[src/rtl/snd_mixer_n.sv]
// rtl/snd_mixer_n.sv - N-channel gain mixer with saturation; optional DC blocker under SND_MIXER_DC_BLOCK_EN
module snd_mixer_n #(
    parameter int CHANNELS = 4,
    parameter int GAIN_W   = 12,
    parameter int FRAC     = 7
) (
    input  logic                     clk_sys,
    input  logic                     reset,
    input  logic                     sample_ce,
    input  logic [16*CHANNELS-1:0]   ch_in,
    input  logic [CHANNELS-1:0]      ch_en,
    input  logic                     gain_wr,
    input  logic [2:0]               gain_sel,
    input  logic [GAIN_W-1:0]        gain_din,
    output logic signed [15:0]       sample,
    output logic                     sample_valid,
    output logic                     busy,
    output logic                     clip,
    output logic                     overrun,
    input  logic                     flags_clr
);

    localparam int ACC_W  = 16 + GAIN_W + 1 + $clog2(CHANNELS + 1);
    localparam int PROD_W = 17 + GAIN_W;
    localparam int IDX_W  = (CHANNELS > 1) ? $clog2(CHANNELS) : 1;
    localparam logic [GAIN_W-1:0] UNITY = GAIN_W'(1 << FRAC);
    localparam logic signed [ACC_W-1:0] SAT_HI = ACC_W'(32767);
    localparam logic signed [ACC_W-1:0] SAT_LO = ACC_W'(-32768);

    typedef enum logic [1:0] {S_IDLE, S_ACCUM, S_OUTPUT} state_t;

    state_t state_q, state_d;

    logic [GAIN_W-1:0]        gain_reg [CHANNELS];
    logic [GAIN_W-1:0]        sh_gain  [CHANNELS];
    logic signed [15:0]       sh_ch    [CHANNELS];
    logic [CHANNELS-1:0]      sh_en;
    logic signed [ACC_W-1:0]  acc;
    logic [IDX_W-1:0]         idx;
    logic                     last_ch;
    logic signed [PROD_W-1:0] prod;
    logic signed [ACC_W-1:0]  shifted;
    logic signed [15:0]       sat_val;
    logic                     sat_hit;
    logic                     out_hit;
    logic                     dc_hit;

    assign last_ch = (idx == IDX_W'(CHANNELS - 1));
    assign busy    = (state_q != S_IDLE);
    assign shifted = acc >>> FRAC;
    assign out_hit = sat_hit && (state_q == S_OUTPUT);

    always_ff @(posedge clk_sys or posedge reset) begin
        if (reset) state_q <= S_IDLE;
        else       state_q <= state_d;
    end

    always_comb begin
        state_d = state_q;
        case (state_q)
            S_IDLE:   if (sample_ce) state_d = S_ACCUM;
            S_ACCUM:  if (last_ch)   state_d = S_OUTPUT;
            S_OUTPUT: state_d = S_IDLE;
            default:  state_d = S_IDLE;
        endcase
    end

    // Gain is unsigned: zero-extend before the signed multiply.
    always_comb begin
        prod = PROD_W'(sh_ch[idx]) * PROD_W'($signed({1'b0, sh_gain[idx]}));
        if (!sh_en[idx]) prod = '0;
    end

    always_comb begin
        sat_hit = 1'b0;
        sat_val = shifted[15:0];
        if (shifted > SAT_HI) begin
            sat_val = 16'sh7fff;
            sat_hit = 1'b1;
        end else if (shifted < SAT_LO) begin
            sat_val = 16'sh8000;
            sat_hit = 1'b1;
        end
    end

`ifdef SND_MIXER_DC_BLOCK_EN
    logic signed [15:0] dc_x, x_prev, y_prev, dc_sat;
    logic signed [17:0] dc_sum;
    logic               dc_pend;

    assign dc_sum = 18'(dc_x) - 18'(x_prev) + 18'(y_prev) - 18'(y_prev >>> 8);

    always_comb begin
        dc_hit = 1'b0;
        dc_sat = dc_sum[15:0];
        if (dc_sum > 18'sd32767) begin
            dc_sat = 16'sh7fff;
            dc_hit = dc_pend;
        end else if (dc_sum < -18'sd32768) begin
            dc_sat = 16'sh8000;
            dc_hit = dc_pend;
        end
    end
`else
    assign dc_hit = 1'b0;
`endif

    always_ff @(posedge clk_sys or posedge reset) begin
        if (reset) begin
            acc          <= '0;
            idx          <= '0;
            sh_en        <= '0;
            sample       <= '0;
            sample_valid <= 1'b0;
            for (int k = 0; k < CHANNELS; k++) begin
                gain_reg[k] <= UNITY;
                sh_gain[k]  <= UNITY;
                sh_ch[k]    <= '0;
            end
`ifdef SND_MIXER_DC_BLOCK_EN
            dc_x    <= '0;
            x_prev  <= '0;
            y_prev  <= '0;
            dc_pend <= 1'b0;
`endif
        end else begin
            sample_valid <= 1'b0;
            if (gain_wr && (32'(gain_sel) < CHANNELS))
                gain_reg[gain_sel[IDX_W-1:0]] <= gain_din;
            case (state_q)
                S_IDLE: if (sample_ce) begin
                    for (int k = 0; k < CHANNELS; k++) begin
                        sh_ch[k]   <= ch_in[16*k +: 16];
                        sh_gain[k] <= gain_reg[k];
                    end
                    sh_en <= ch_en;
                    acc   <= '0;
                    idx   <= '0;
                end
                S_ACCUM: begin
                    acc <= acc + ACC_W'(prod);
                    idx <= idx + 1'b1;
                end
                S_OUTPUT: begin
`ifdef SND_MIXER_DC_BLOCK_EN
                    dc_x    <= sat_val;
                    dc_pend <= 1'b1;
`else
                    sample       <= sat_val;
                    sample_valid <= 1'b1;
`endif
                end
                default: ;
            endcase
`ifdef SND_MIXER_DC_BLOCK_EN
            // The filter stage runs independently so a back-to-back frame can already be accumulating.
            if (dc_pend) begin
                dc_pend      <= 1'b0;
                sample       <= dc_sat;
                sample_valid <= 1'b1;
                x_prev       <= dc_x;
                y_prev       <= dc_sat;
            end
`endif
        end
    end

    // Set events win over a simultaneous clear.
    always_ff @(posedge clk_sys or posedge reset) begin
        if (reset) begin
            clip    <= 1'b0;
            overrun <= 1'b0;
        end else begin
            if (out_hit || dc_hit) clip <= 1'b1;
            else if (flags_clr)    clip <= 1'b0;
            if (sample_ce && busy) overrun <= 1'b1;
            else if (flags_clr)    overrun <= 1'b0;
        end
    end

endmodule

[config.mk]
export PLATFORM = sky130hd
export DESIGN_NAME = snd_mixer_n
export DESIGN_NICKNAME = d
export VERILOG_FILES = /design/src/rtl/snd_mixer_n.sv
export SDC_FILE = /design/constraint.sdc
export NUM_CORES = 1
export LEC_CHECK = 0
export ABC_CLOCK_PERIOD_IN_PS = 11700
export BUFFER_PORTS_ARGS = -buffer_cell sky130_fd_sc_hd__buf_2
export CAP_MARGIN = 10
export CORE_AREA = 5 5 274 276
export DETAILED_ROUTE_END_ITERATION = 8
export DIE_AREA = 0 0 279 281
export SLEW_MARGIN = 20
export SYNTH_ARGS = -nofsm -noshare
export SYNTH_HDL_FRONTEND = slang
export SYNTH_SLANG_ARGS = --single-unit
export TNS_END_PERCENT = 20
[constraint.sdc]
create_clock -name clk_sys -period 11.7 [get_ports clk_sys]
set_input_delay 2.34 -clock clk_sys [delete_from_list [all_inputs] [get_ports clk_sys]]
set_output_delay 2.34 -clock clk_sys [all_outputs]
set_load 0.005 [all_outputs]
==> out/results.tsv <==
stage	metric	value	unit
floorplanning	die-area	0.07840	mm^2
hold_path	hold_path_class	flip-flop to flip-flop	
placed_design	portBuffers	107	
synthesis	synth_compound_area_share	8.396	%
floorplanning	start_util	24.80	%
synthesis	synthXorXnorAreaFrac	2.029	%
routing	vias	13130	
synthesis	netlist_instances	1936	
global_routing	grt_pass1_vias	13530	
setup_path	cp.arrival	9.59	ns
global_routing	grt_use_total	10.92	%
timing	slew-limit-headroom	36.32	%
setup_path	cpPeakStageDelay	0.81	ns
clock_network	post_cts_resized	0	
timing	finalWorstSetupSlack	2.505	ns
synthesis	yosysTopAreaCellShare	29.43	%
hold_path	hp-start	gain_reg[20]	
clock_network	clock_latency	0.56	ns
setup_path	cp-end-kind	flip-flop	
synthesis	avgSynthCellArea	9.268	um^2
floorplanning	io_pins	108	
timing	min_period	9.195	ns
setup_path	cp-start-kind	flip-flop	
clock_network	cts_max_path_buffers	3	
setup_path	cp_max_fo	22	
clock_network	clkSinkCount	219	
timing	finalSetupViolations	0	
final_layout	final_common_cell	nand2_1	
synthesis	ys.flop_type	dfrtp_1	
clock_network	htree_levels	1	
clock_network	clkTransAtPathRegs	0.06	ns
run_status	status	finished, final reports clean	
setup_path	worstPathRequired	12.09	ns
timing	finalCritPeriodShare	78.59	%
timing	grt_setup_unrepaired	false	
routing	routed_wl	42750	um
timing	setup_tns	0	ns
routing	wl_per_cell	14.36	um
synthesis	synth.area.top_cells	dfrtp_1, fa_1, nand2_1, ha_1, inv_1	
routing	dr.first_iter.drc_count	577	
floorplanning	die_w	279	um
clock_network	cts_buffers	26	
setup_path	setup.worst_path.start	idx[0]	
final_layout	nets	2362	
global_routing	grt_pass1_wl	70960	um
routing	via_per_inst	4.411	
synthesis	yosysSeqAreaShare	30.60	%
final_layout	drive_above_1_share	13.14	%
synthesis	synth_fa_ha_area_share	26.86	%
global_routing	grt_antenna_before_repair	3	
synthesis	netlist-cell-type-count	64	
synthesis	synth.ff_latch_count	219	
timing	slew_viol_final	0	
clock_network	hold_buffers	0	
timing	worst_pin_slew	0.9286	ns
floorplanning	rows	99	
floorplanning	dieHeight	281	um
synthesis	syn-cell-area	0.01794	mm^2
clock_network	cts_setup_buffers	0	
run	max_cap_violations	0	
setup_path	cp_common_cell	fa_1	
routing	drtAntennaViolNets	0	
timing	final_hold_viol_count	0	
synthesis	synth_mux_area_share	6.820	%
global_routing	grt-ovfl-total	0	
setup_path	rr_startpoint	idx[0]	
synthesis	synth-edff-count	0	
synthesis	synthArstFlopShare	100.0	%
global_routing	grt_max_degree	103	
timing	timing.fmax	108.8	MHz
synthesis	synth.net_count	2301	
placed_design	pre_cts_slack	2.416	ns
floorplanning	core_area	0.07234	mm^2
synthesis	ys_warn_count	0	
final_layout	largest_reg_flops	64	
timing	clock-skew-final	0.02892	ns
synthesis	synth_top_family_by_area	adder cells	
clock_network	cts_tree	built	
placed_design	hpwl	32220	um
final_layout	area_growth	13.67	%
synthesis	synth-simple-area-share	17.91	%
setup_path	cpMaxStageDelayCell	dfrtp_2	
clock_network	cts-root-buf	clkbuf_16	
setup_path	crit_type	flip-flop to flip-flop	
routing	drt_pass1_iterations	5	
synthesis	yosysTopAreaCell	dfrtp_1	
routing	drc	0	
placed_design	gp_congestion	0.8203	
final_layout	layout_common_cells	nand2_1, inv_1, dfrtp_1, fa_1, and2_1	
cells by family (layout without fill, tap and decap cells):
| family | after synthesis | after routing |
|---|---|---|
| xor+xnor | 40 | 40 |
| buf+inv | 353 | 433 |
| compound gates | 234 | 234 |
| simple gates | 731 | 731 |
| other cells | 0 | 1 |
| flops | 219 | 219 |
| fa+ha+maj | 278 | 278 |
| mux | 81 | 81 |
final cells by class:
type	instances	area, um^2
inverters	266	1006
diodes	1	2.502
well taps	959	1200
clock buffers	34	730.7
repair buffers	120	633.1
flip-flops and latches	219	5492
clock inverters	13	161.4
multi-input cells	1364	11170
fillers	7782	51940
worst max-delay path: cells and delay by family, from the launching register on:
family	cells	cell delay (ns)
xor gates and xnor gates	1	0.14
buffers and inverters	5	0.58
and+or+nand+nor	4	0.93
muxes	1	0.67
AOI/OAI and AO/OA	13	2.20
adders and majority gates	8	3.68
DFF	1	0.81
synth_stat cells, types with 7 or more instances:
cell,count
dfrtp_1,211
o31ai_1,8
a21oi_1,57
inv_1,266
nand3_1,42
o211ai_1,8
o21a_1,11
xor2_1,16
mux4_2,28
nor3_1,9
fa_1,179
and3_1,7
xnor2_1,23
buf_1,9
o21ai_0,66
nand2_1,488
ha_1,98
clkbuf_1,77
dfstp_2,8
and2_1,112
a21o_1,33
mux2_2,50
nor2_1,40
a211oi_1,10
worst paths after layout:
check	to	slack (ns)	cells past startpoint
setup / recovery	acc[29]	2.51	32
hold / removal	sh_gain[20]	0.45	2
setup reg to reg	acc[29]	2.51	32
hold reg to reg	sh_gain[20]	0.45	2
max in group asynchronous	sh_ch[36]	7.66	4
min in group asynchronous	overrun	1.89	2
per-layer routing:
layer	track usage [%]	wire length, um	vias up
met2	19.41	22100	173
met3	1.329	1259	66
met5	0	21	-
met4	2.840	967	4
li1	-	-	6297
met1	14.16	18400	6587
stage by stage:
step                std cells  hold slack, ns  area, um^2  utilization (%)
detailed placement       2928          0.4421       19490            26.95
floorplan                1936          0.4322       17940                -
global placement         2928          0.4395       19490            26.95
global route             2975          0.4640       20390            28.19
CTS                      2975          0.4521       20390            28.18
finish                   2976          0.4505       20400            28.20
Power is left out: the tool's default activity adds up to more than one toggle a clock period on the data nets, which glitch-free logic cannot reach.
